**src/rtl/pcu_pkg.sv**
```systemverilog
// Shared definitions for the program-counter sequencer: op encoding, op width
// and the immediate sign-extension helper used for branch offsets.
package pcu_pkg;

  localparam int OP_W = 3;

  localparam logic [OP_W-1:0] OP_HOLD   = 3'd0;
  localparam logic [OP_W-1:0] OP_INC    = 3'd1;
  localparam logic [OP_W-1:0] OP_BRANCH = 3'd2;
  localparam logic [OP_W-1:0] OP_JUMP   = 3'd3;
  localparam logic [OP_W-1:0] OP_JREG   = 3'd4;
  localparam logic [OP_W-1:0] OP_CALL   = 3'd5;
  localparam logic [OP_W-1:0] OP_RET    = 3'd6;

  // Sign-extend the low imm_w bits of imm to 32 bits; callers truncate to ADDR_W.
  function automatic logic [31:0] sext_imm(input logic [31:0] imm, input int unsigned imm_w);
    logic [31:0] sign_mask;
    sign_mask = ~((32'd1 << imm_w) - 32'd1);
    if (((imm >> (imm_w - 1)) & 32'd1) != 32'd0)
      return imm | sign_mask;
    else
      return imm & ~sign_mask;
  endfunction

endpackage

```
**src/rtl/ras_lifo.sv**
```systemverilog
// Return-address stack with flush-before-op semantics. With PCU_RAS_WRAP_EN
// defined the stack is circular and a push on full overwrites the oldest entry.
module ras_lifo #(
  parameter int W     = 10,
  parameter int DEPTH = 8,
  localparam int CNT_W = $clog2(DEPTH + 1)
) (
  input  logic             clk,
  input  logic             rst,
  input  logic             push,
  input  logic             pop,
  input  logic             flush,
  input  logic [W-1:0]     din,
  output logic [W-1:0]     top,
  output logic [CNT_W-1:0] count,
  output logic             empty,
  output logic             full
);

  localparam int PTR_W = $clog2(DEPTH);
  localparam logic [CNT_W-1:0] DEPTH_C = CNT_W'(DEPTH);
  localparam logic [PTR_W-1:0] PTR_MAX = PTR_W'(DEPTH - 1);

  logic [W-1:0]     mem [DEPTH];
  logic [PTR_W-1:0] ptr_reg, ptr_next, ptr_inc, ptr_dec;
  logic [CNT_W-1:0] count_reg, count_next, count_base;
  logic             wr_en;

  // ptr_reg is the next slot to write; the newest entry sits one below it.
  assign ptr_inc = (ptr_reg == PTR_MAX) ? '0 : ptr_reg + 1'b1;
  assign ptr_dec = (ptr_reg == '0) ? PTR_MAX : ptr_reg - 1'b1;

  always_comb begin
    count_base = flush ? '0 : count_reg;
    count_next = count_base;
    ptr_next   = ptr_reg;
    wr_en      = 1'b0;
    if (push) begin
      if (count_base != DEPTH_C) begin
        wr_en      = 1'b1;
        ptr_next   = ptr_inc;
        count_next = count_base + 1'b1;
      end
`ifdef PCU_RAS_WRAP_EN
      else begin
        wr_en    = 1'b1;
        ptr_next = ptr_inc;
      end
`endif
    end else if (pop && count_base != '0) begin
      ptr_next   = ptr_dec;
      count_next = count_base - 1'b1;
    end
  end

  always_ff @(posedge clk or negedge rst) begin
    if (!rst) begin
      ptr_reg   <= '0;
      count_reg <= '0;
    end else begin
      ptr_reg   <= ptr_next;
      count_reg <= count_next;
    end
  end

  always_ff @(posedge clk) begin
    if (wr_en) mem[ptr_reg] <= din;
  end

  assign count = count_reg;
  assign empty = (count_reg == '0);
  assign full  = (count_reg == DEPTH_C);
  assign top   = empty ? '0 : mem[ptr_dec];

endmodule

```
**src/rtl/pc_seq_unit.sv**
```systemverilog
// Program-counter sequencer: next-PC selection, PC register, sticky faults and
// the return-address stack. PCU_RAS_WRAP_EN selects the circular-stack build.
module pc_seq_unit
  import pcu_pkg::*;
#(
  parameter int ADDR_W    = 10,
  parameter int IMM_W     = 8,
  parameter int RAS_DEPTH = 8,
  parameter logic [ADDR_W-1:0] RESET_PC = '0,
  localparam int CNT_W = $clog2(RAS_DEPTH + 1)
) (
  input  logic              clk,
  input  logic              rst,
  input  logic              op_valid,
  input  logic [OP_W-1:0]   op,
  input  logic              cond,
  input  logic [IMM_W-1:0]  imm,
  input  logic [ADDR_W-1:0] reg_target,
  input  logic              flush,
  input  logic              fault_clr,
  output logic [ADDR_W-1:0] pc,
  output logic [ADDR_W-1:0] ras_top,
  output logic [CNT_W-1:0]  ras_count,
  output logic              ras_empty,
  output logic              ras_full,
  output logic              fault_ovf,
  output logic              fault_unf
);

`ifdef PCU_RAS_WRAP_EN
  localparam bit OVF_POSSIBLE = 1'b0;
`else
  localparam bit OVF_POSSIBLE = 1'b1;
`endif

  logic [ADDR_W-1:0] pc_reg, pc_next, pc_inc, pc_branch, pc_jump;
  logic              ovf_reg, ovf_next, unf_reg, unf_next;
  logic              push, pop, flush_q, empty_eff, full_eff;

  assign pc_inc    = pc_reg + 1'b1;
  assign pc_branch = pc_reg + ADDR_W'(sext_imm(32'(imm), IMM_W));
  assign pc_jump   = {pc_reg[ADDR_W-1:IMM_W], imm};

  // A flush applies before the op, so the op sees an empty stack.
  assign flush_q   = op_valid && flush;
  assign empty_eff = flush_q || ras_empty;
  assign full_eff  = !flush_q && ras_full;

  always_comb begin
    pc_next  = pc_reg;
    ovf_next = ovf_reg;
    unf_next = unf_reg;
    push     = 1'b0;
    pop      = 1'b0;
    if (op_valid) begin
      if (fault_clr) begin
        ovf_next = 1'b0;
        unf_next = 1'b0;
      end
      case (op)
        OP_INC:    pc_next = pc_inc;
        OP_BRANCH: pc_next = cond ? pc_branch : pc_inc;
        OP_JUMP:   pc_next = pc_jump;
        OP_JREG:   pc_next = reg_target;
        OP_CALL: begin
          push    = 1'b1;
          pc_next = pc_jump;
          if (full_eff && OVF_POSSIBLE) ovf_next = 1'b1;
        end
        OP_RET: begin
          if (empty_eff) begin
            pc_next  = pc_inc;
            unf_next = 1'b1;
          end else begin
            pop     = 1'b1;
            pc_next = ras_top;
          end
        end
        default: ;
      endcase
    end
  end

  always_ff @(posedge clk or negedge rst) begin
    if (!rst) begin
      pc_reg  <= RESET_PC;
      ovf_reg <= 1'b0;
      unf_reg <= 1'b0;
    end else begin
      pc_reg  <= pc_next;
      ovf_reg <= ovf_next;
      unf_reg <= unf_next;
    end
  end

  ras_lifo #(.W(ADDR_W), .DEPTH(RAS_DEPTH)) u_ras (
    .clk   (clk),
    .rst   (rst),
    .push  (push),
    .pop   (pop),
    .flush (flush_q),
    .din   (pc_inc),
    .top   (ras_top),
    .count (ras_count),
    .empty (ras_empty),
    .full  (ras_full)
  );

  assign pc        = pc_reg;
  assign fault_ovf = ovf_reg;
  assign fault_unf = unf_reg;

endmodule

```
**config.mk**
```make
export PLATFORM = sky130hd
export DESIGN_NAME = pc_seq_unit
export DESIGN_NICKNAME = d
export VERILOG_FILES = /design/src/rtl/pcu_pkg.sv /design/src/rtl/ras_lifo.sv /design/src/rtl/pc_seq_unit.sv
export SDC_FILE = /design/constraint.sdc
export NUM_CORES = 1
export LEC_CHECK = 0
export BUFFER_PORTS_ARGS = -buffer_cell sky130_fd_sc_hd__buf_2
export CELL_PAD_IN_SITES_DETAIL_PLACEMENT = 2
export CELL_PAD_IN_SITES_GLOBAL_PLACEMENT = 2
export CORE_ASPECT_RATIO = 0.6
export CORE_UTILIZATION = 41
export CTS_BUF_LIST = sky130_fd_sc_hd__clkbuf_16
export DETAILED_ROUTE_END_ITERATION = 8
export PLACE_DENSITY_LB_ADDON = 0.1
export REMOVE_ABC_BUFFERS = 1
export SLEW_MARGIN = 20
export SYNTH_ARGS = -nofsm -noshare
export SYNTH_HDL_FRONTEND = slang
export SYNTH_SLANG_ARGS = --single-unit
export TNS_END_PERCENT = 30
```
**constraint.sdc**
```tcl
create_clock -name clk -period 3.7 [get_ports clk]
set_input_delay 0.74 -clock clk [delete_from_list [all_inputs] [get_ports clk]]
set_output_delay 0.74 -clock clk [all_outputs]
set_load 0.05 [all_outputs]
```
== Word-level counts from Yosys, hierarchy flattened ==
Memories as Yosys holds them, arrays and structs flattened.
Index checks and enable logic that the tools add are counted.

* Output and inout bits: 28
* Flip-flop bits (word level): 19
* Bits in writable memories: 80
* Word-level logic and storage cells: 68
* Input port bits: 27
* Memories kept: 1

* Mux-type cells: 29
* Equality and inequality tests: 10
* Add/sub/neg operators: 6
* Bitwise gates (word level): 1
* Reductions and logical operators: 15

{| class="wikitable"
|+ Memories
! name !! depth !! width !! rd ports !! clocked after Yosys merged registers in !! write ports !! RTL line !! source
|-
| u_ras.mem || 8 || 10 || 1 || 0 || 1 || ras_lifo.sv:24 || <nowiki>logic [W-1:0] mem [DEPTH];</nowiki>
|}

{| class="wikitable"
|+ Operator list
! kind !! number
|-
| case mux 10 bit (5 select lines) || 1
|-
| two-way mux 10 bit || 4
|-
| two-way mux 4 bit || 4
|-
| two-way mux 1 bit || 15
|-
| two-way mux 3 bit || 5
|-
| equality test 3 bit (second input constant) || 4
|-
| adder 10 x 1 -> 10 bit (second input constant) || 1
|-
| adder 10 bit || 1
|-
| nonzero test 4 bit || 2
|-
| equality test 3 x 2 -> 1 bit (second input constant) || 2
|-
| nonzero test 5 bit || 1
|-
| adder 4 x 1 -> 4 bit (second input constant) || 1
|-
| equality test 4 bit (second input constant) || 1
|-
| logical NOT 4 bit || 1
|-
| inequality test 4 bit (second input constant) || 1
|-
| AND reduction 2 bit || 2
|-
| subtractor 4 x 1 -> 4 bit (second input constant) || 1
|-
| adder 3 x 1 -> 3 bit (second input constant) || 1
|-
| equality test 3 x 1 -> 1 bit (second input constant) || 1
|-
| logical AND 1 bit || 3
|-
| logical NOT 3 bit || 1
|-
| AND reduction 3 bit || 1
|-
| subtractor 3 x 1 -> 3 bit (second input constant) || 1
|-
| inequality test 2 x 1 -> 1 bit (second input constant) || 1
|-
| other kinds (5) || 5
|}

== Longest topological paths before layout ==
* Depth in word-level cells: 8
* Gate-level depth with buffers: 10
* Mapped depth without buffers: 8

== By module ==
A second synthesis with hierarchy kept.

* Cells, all modules: 502
* Area total of the unflattened synthesis: 5601.6 um^2

{| class="wikitable"
|+ By module, submodules not included
! module !! times used !! cells each !! seq. area each (um^2) !! area an instance (um^2)
|-
| ras_lifo || 1 || 329 || 2577.5 || 4135.2
|-
| pc_seq_unit || 1 || 173 || 300.3 || 1466.4
|}

== Least setup slack after synthesis ==
OpenSTA, ideal clock, no wires.

* Kind: register -> output
* From: register u_ras.ptr_reg[0]
* To: output ras_top[7]
* Data arrival time: 2.550 ns
* Required time: 2.960 ns
* Slack: 0.410 ns
* Path buffers: 1
* Stages on the path, launching flop included: 9
* Cell sequence: dfrtp_1 -> inv_1 -> ha_1 -> ha_1 -> inv_1 -> buf_1 -> mux4_2 -> mux2i_1 -> nor2_1

* Longest elaborated chain between the ends: 4
* Elaborated cells on any way between the ends: 5
* Those cells by class: 1 x add/sub; 2 x mux; 1 x reduce/logical; 1 x memory

{| class="wikitable"
|+ Ends and longest elaborated chain
! what !! RTL line !! source
|-
| from (decl) || ras_lifo.sv:25 || <nowiki>logic [PTR_W-1:0] ptr_reg, ptr_next, ptr_inc, ptr_dec;</nowiki>
|-
| from (signal assigned) || ras_lifo.sv:61 || <nowiki>ptr_reg <= ptr_next;</nowiki>
|-
| subtractor 3 x 1 -> 3 bit / logical NOT 3 bit (equally long branches) || ras_lifo.sv:31 || <nowiki>assign ptr_dec = (ptr_reg == '0) ? PTR_MAX : ptr_reg - 1'b1;</nowiki>
|-
| two-way mux 3 bit * || ras_lifo.sv:31 ||
|-
| memory read (8 x 10 bit) * || - ||
|-
| two-way mux 10 bit * || ras_lifo.sv:73 || <nowiki>assign top = empty ? '0 : mem[ptr_dec];</nowiki>
|-
| to (decl) || pc_seq_unit.sv:22 || <nowiki>output logic [ADDR_W-1:0] ras_top,</nowiki>
|}

Every way passes the cells marked *; elsewhere a longest branch is shown, timed or not.

== Final worst setup path ==
* From: register u_ras.ptr_reg[1]
* To: output ras_top[8]

Same word-level chain as after synthesis.

==> metrics.md <==
| Metric | Value |
|---|---|
| Status | completed |
| Ys Warns | 0 |
| CTS hold repair buffers | 0 |
| Drc violations | 0 |
| Reg2reg start | u_ras.ptr_reg[1] |
| Seq pwr share | 31.9% |
| Antenna diode count | 0 |
| Routability cong. | 0.823 |
| CTS Buf Count | 9 |
| Max Freq | 278 MHz |
| Layout cells sized above 1 | 24.3% |
| Clk buf depth | 2 |
| Fin nets | 532 |
| Grt total ovfl | 0 |
| Critical path peak fanout | 10 |
| Clock-pin slew on the worst setup and hold paths | 0.07 ns |
| IO Count | 55 |
| CTS Sinks | 99 |
| Area grow syn2layout | 17.0% |
| Multi-input logic area | 2250 sq um |
| Largest net degree at the start of global routing | 26 |
| Starting Density | a little over two fifths |
| Unrepaired setup endpoints after global routing | yes |
| Minimum clock period | 3.59 ns |
| Number of I/O port buffers | 54 |
| Clock skew | 0.00886 ns |
| Pins Over Slew Limit | 0 |
| Max reg flops | 80 |
| Crit. Startpoint | u_ras.ptr_reg[1] |
| Slowest Stage Delay on Critical Path | approximately 0.5 ns |
| Die area | 13300 sq um |
| Core footprint | 12300 sq um |
| Leakage power | 2.34 nW |
| DP Wirelength | 12500 microns |
| Combinational Power Share | 48.9% |
| Root Buffer | clkbuf_16 |
| Critical Path RT | 2.96 ns |
| FP Rows | 31 |
| Switch share | 41.9% |
| Filler instances | around 1200 |
| Clk pwr share | about a fifth |
| Global-route wire length before repair | 26100 microns |
| Die Width | 148 microns |
| Final Util | 50.1% |
| Synth Area per Inst | 12.6 sq um |
| Critical-path cell list | inv_1 -> ha_1 -> ha_2 -> nand2b_4 -> buf_12 -> mux4_2 -> mux2_2 -> and2_1 -> buf_2 |
| DRT Wirelength | 17300 microns |
| Yosys cell types | 66 |
| Post-synth EDFFs | 80 |
| Final TNS setup | 0 ns |
| TritonRoute pass-1 iters | 5 |
| Crit path DAT | 2.85 ns |
| H-tree depth | 3 |
| Initial antenna violation count | 0 |
| Clock latency on the worst-skew pair | 0.35 ns |
| Fin. Hold Viols | 0 |
| Async SR Flop Fraction | 19.2% |
| Vias in the first global route | ~4200 |
| Slew @ Worst Pin | 0.796 ns |
| Pwr dens | 773 nW/um^2 |
| Kind of critical path | reg -> out |
| Hold Slack | 0.363 ns |
| Internal power | 0.00276 W |
| GRT Total Usage | 27.1% |
| Mapped Cells | 418 |
| Net Sw Power | 0.00200 W |
| DR iter-0 viols | 288 |
| Post-Syn Area | 5260 sq um |
| WL/cell | 26.3 microns |
| MaxCap Viol Count | 0 |
| Worst slew margin | 46.5% |
| HP Class | in -> async |
| Register bit total from synthesis | 99 |
| ANT nets after route | 0 |
| Main flop type after synthesis | edfxtp_1 |
| Vias per cell | 6.14 |
| Period Utilization, post-route | 97.1% |
| Sequential Area | 2880 sq um |
| Critical Path End Type | output pin |
| Slowest cell on crit path | mux4_2 |
| CTS tree | done |
| Sequential fraction of the synthesis area | 54.7% |
| Setup-failing EPs final | 0 |
| Peak supply drop | 0.370 mV |
| Vias | 4043 |
| Startpoint Class | register |
| Total Power | 0.00476 W |
| Die H | 89.8 microns |
==> per-layer routing <==
metal  GRT usage, %  vias to the layer above  wire, microns  share of wire [%]
met2           42.9                      125           8160                 47
met4           6.70                        0            322                1.9
met5              0                        -              0                  0
met3           4.31                       24            862                5.0
li1               -                     1769              -                  -
met1           39.0                     2125           7960                 46
==> critical path: cells and delay by family (launching register included) <==
family | cells | cell delay, ns
multiplexers | 2 | 0.82
AND/OR/NAND/NOR | 2 | 0.34
flip-flops | 1 | 0.45
adder cells (fa/ha/maj) | 2 | 0.38
buffers and inverters | 3 | 0.49
==> synth_stat cells, types with 2 or more instances <==
cell type	number	area, sq um
a2111oi_0	5	43.8
a211o_1	3	26.3
a21oi_1	15	75.1
a221oi_1	4	35.0
a2bb2oi_1	2	17.5
a31o_2	2	17.5
a31oi_1	8	50.1
a41o_1	2	20.0
and2_1	3	18.8
and3_1	3	18.8
and3b_1	4	35.0
and4_1	3	26.3
buf_1	2	7.51
buf_2	2	10.0
buf_6	2	22.5
clkbuf_1	9	33.8
dfrtp_1	19	475
edfxtp_1	80	2400
ha_1	16	200
inv_1	19	71.3
maj3_1	6	60.1
mux2i_1	13	130
mux4_2	17	383
nand2_1	31	116
nand2b_1	6	37.5
nand3_1	7	35.0
nand3b_1	3	22.5
nand4_1	4	25.0
nor2_1	37	139
nor2b_1	6	37.5
nor3_1	9	45.0
nor3b_1	2	15.0
o211a_1	2	20.0
o21a_1	2	15.0
o21ai_0	18	90.1
o21bai_1	2	15.0
o311ai_0	3	26.3
o32a_1	2	20.0
or3_1	5	31.3
xnor2_1	10	87.6
xor2_1	5	43.8
==> power groups by stage <==
stage	combinational, W	clock [W]	sequential [W]
after CTS	0.00224	0.000918	0.00151
after floorplan	0.00131	0	0.00163
after detailed placement	0.00214	0	0.00154
after global placement	0.00203	0	0.00153
after global routing	0.00248	0.000952	0.00153
final	0.00233	0.000915	0.00152
==> through the flow <==
stage,setup slack (ns),instance area (sq um),std cells
after floorplan,0.0655,5170,402
after CTS,0.00490,6110,654
after global routing,-0.00802,6160,658
after detailed placement,0.224,5780,637
final,0.108,6160,658
after global placement,0.380,5780,637
==> layout make-up <==
| type | instances | share of cell area (%) |
|---|---|---|
| inverter | 19 | 1.22 |
| multi-input combinational | 284 | 36.5 |
| sequential | 99 | 46.7 |
| clock buffer | 9 | 3.66 |
| clock inverter | 7 | 0.975 |
| timing repair buffer | 75 | 7.55 |
| tap | 165 | 3.35 |
==> final timing paths <==
kind / end / slack, ns / cells past startpoint
hold reg to reg: fault_unf / 0.49 / 2
setup / recovery: ras_top[8] / 0.11 / 9
max in group asynchronous: u_ras.ptr_reg[1] / 2.95 / 1
min in group clk: fault_unf / 0.49 / 2
hold / removal: fault_unf / 0.36 / 1
setup reg to reg: pc[9] / 0.76 / 9
==> layout by cell type, fill, tap and decap left out, types with 10 or more instances in the layout <==
master and instances:
a21oi_1 15, xnor2_1 10, inv_1 18, dfrtp_1 18
edfxtp_1 80, mux4_2 17, buf_4 19, o21ai_0 18
nor2_1 37, nand2_1 31, buf_2 54, mux2i_1 11
ha_1 15
==> logic make-up after synthesis <==
kind of cell	synth area share [%]
AND/OR/NAND/NOR	12.2
flip-flops	54.7
AO/OA/AOI/OAI	11.7
buffers and inverters	3.14
multiplexers	10.5
adder cells (fa/ha/maj)	5.32
XOR/XNOR	2.50
==> repair_timing <==
item	in CTS	in global routing
buffers inserted	0	4
endpoints found under the setup margin	8	9
cloned	1	0
gates resized for setup	4	8
(Power assumes the default switching activity.)
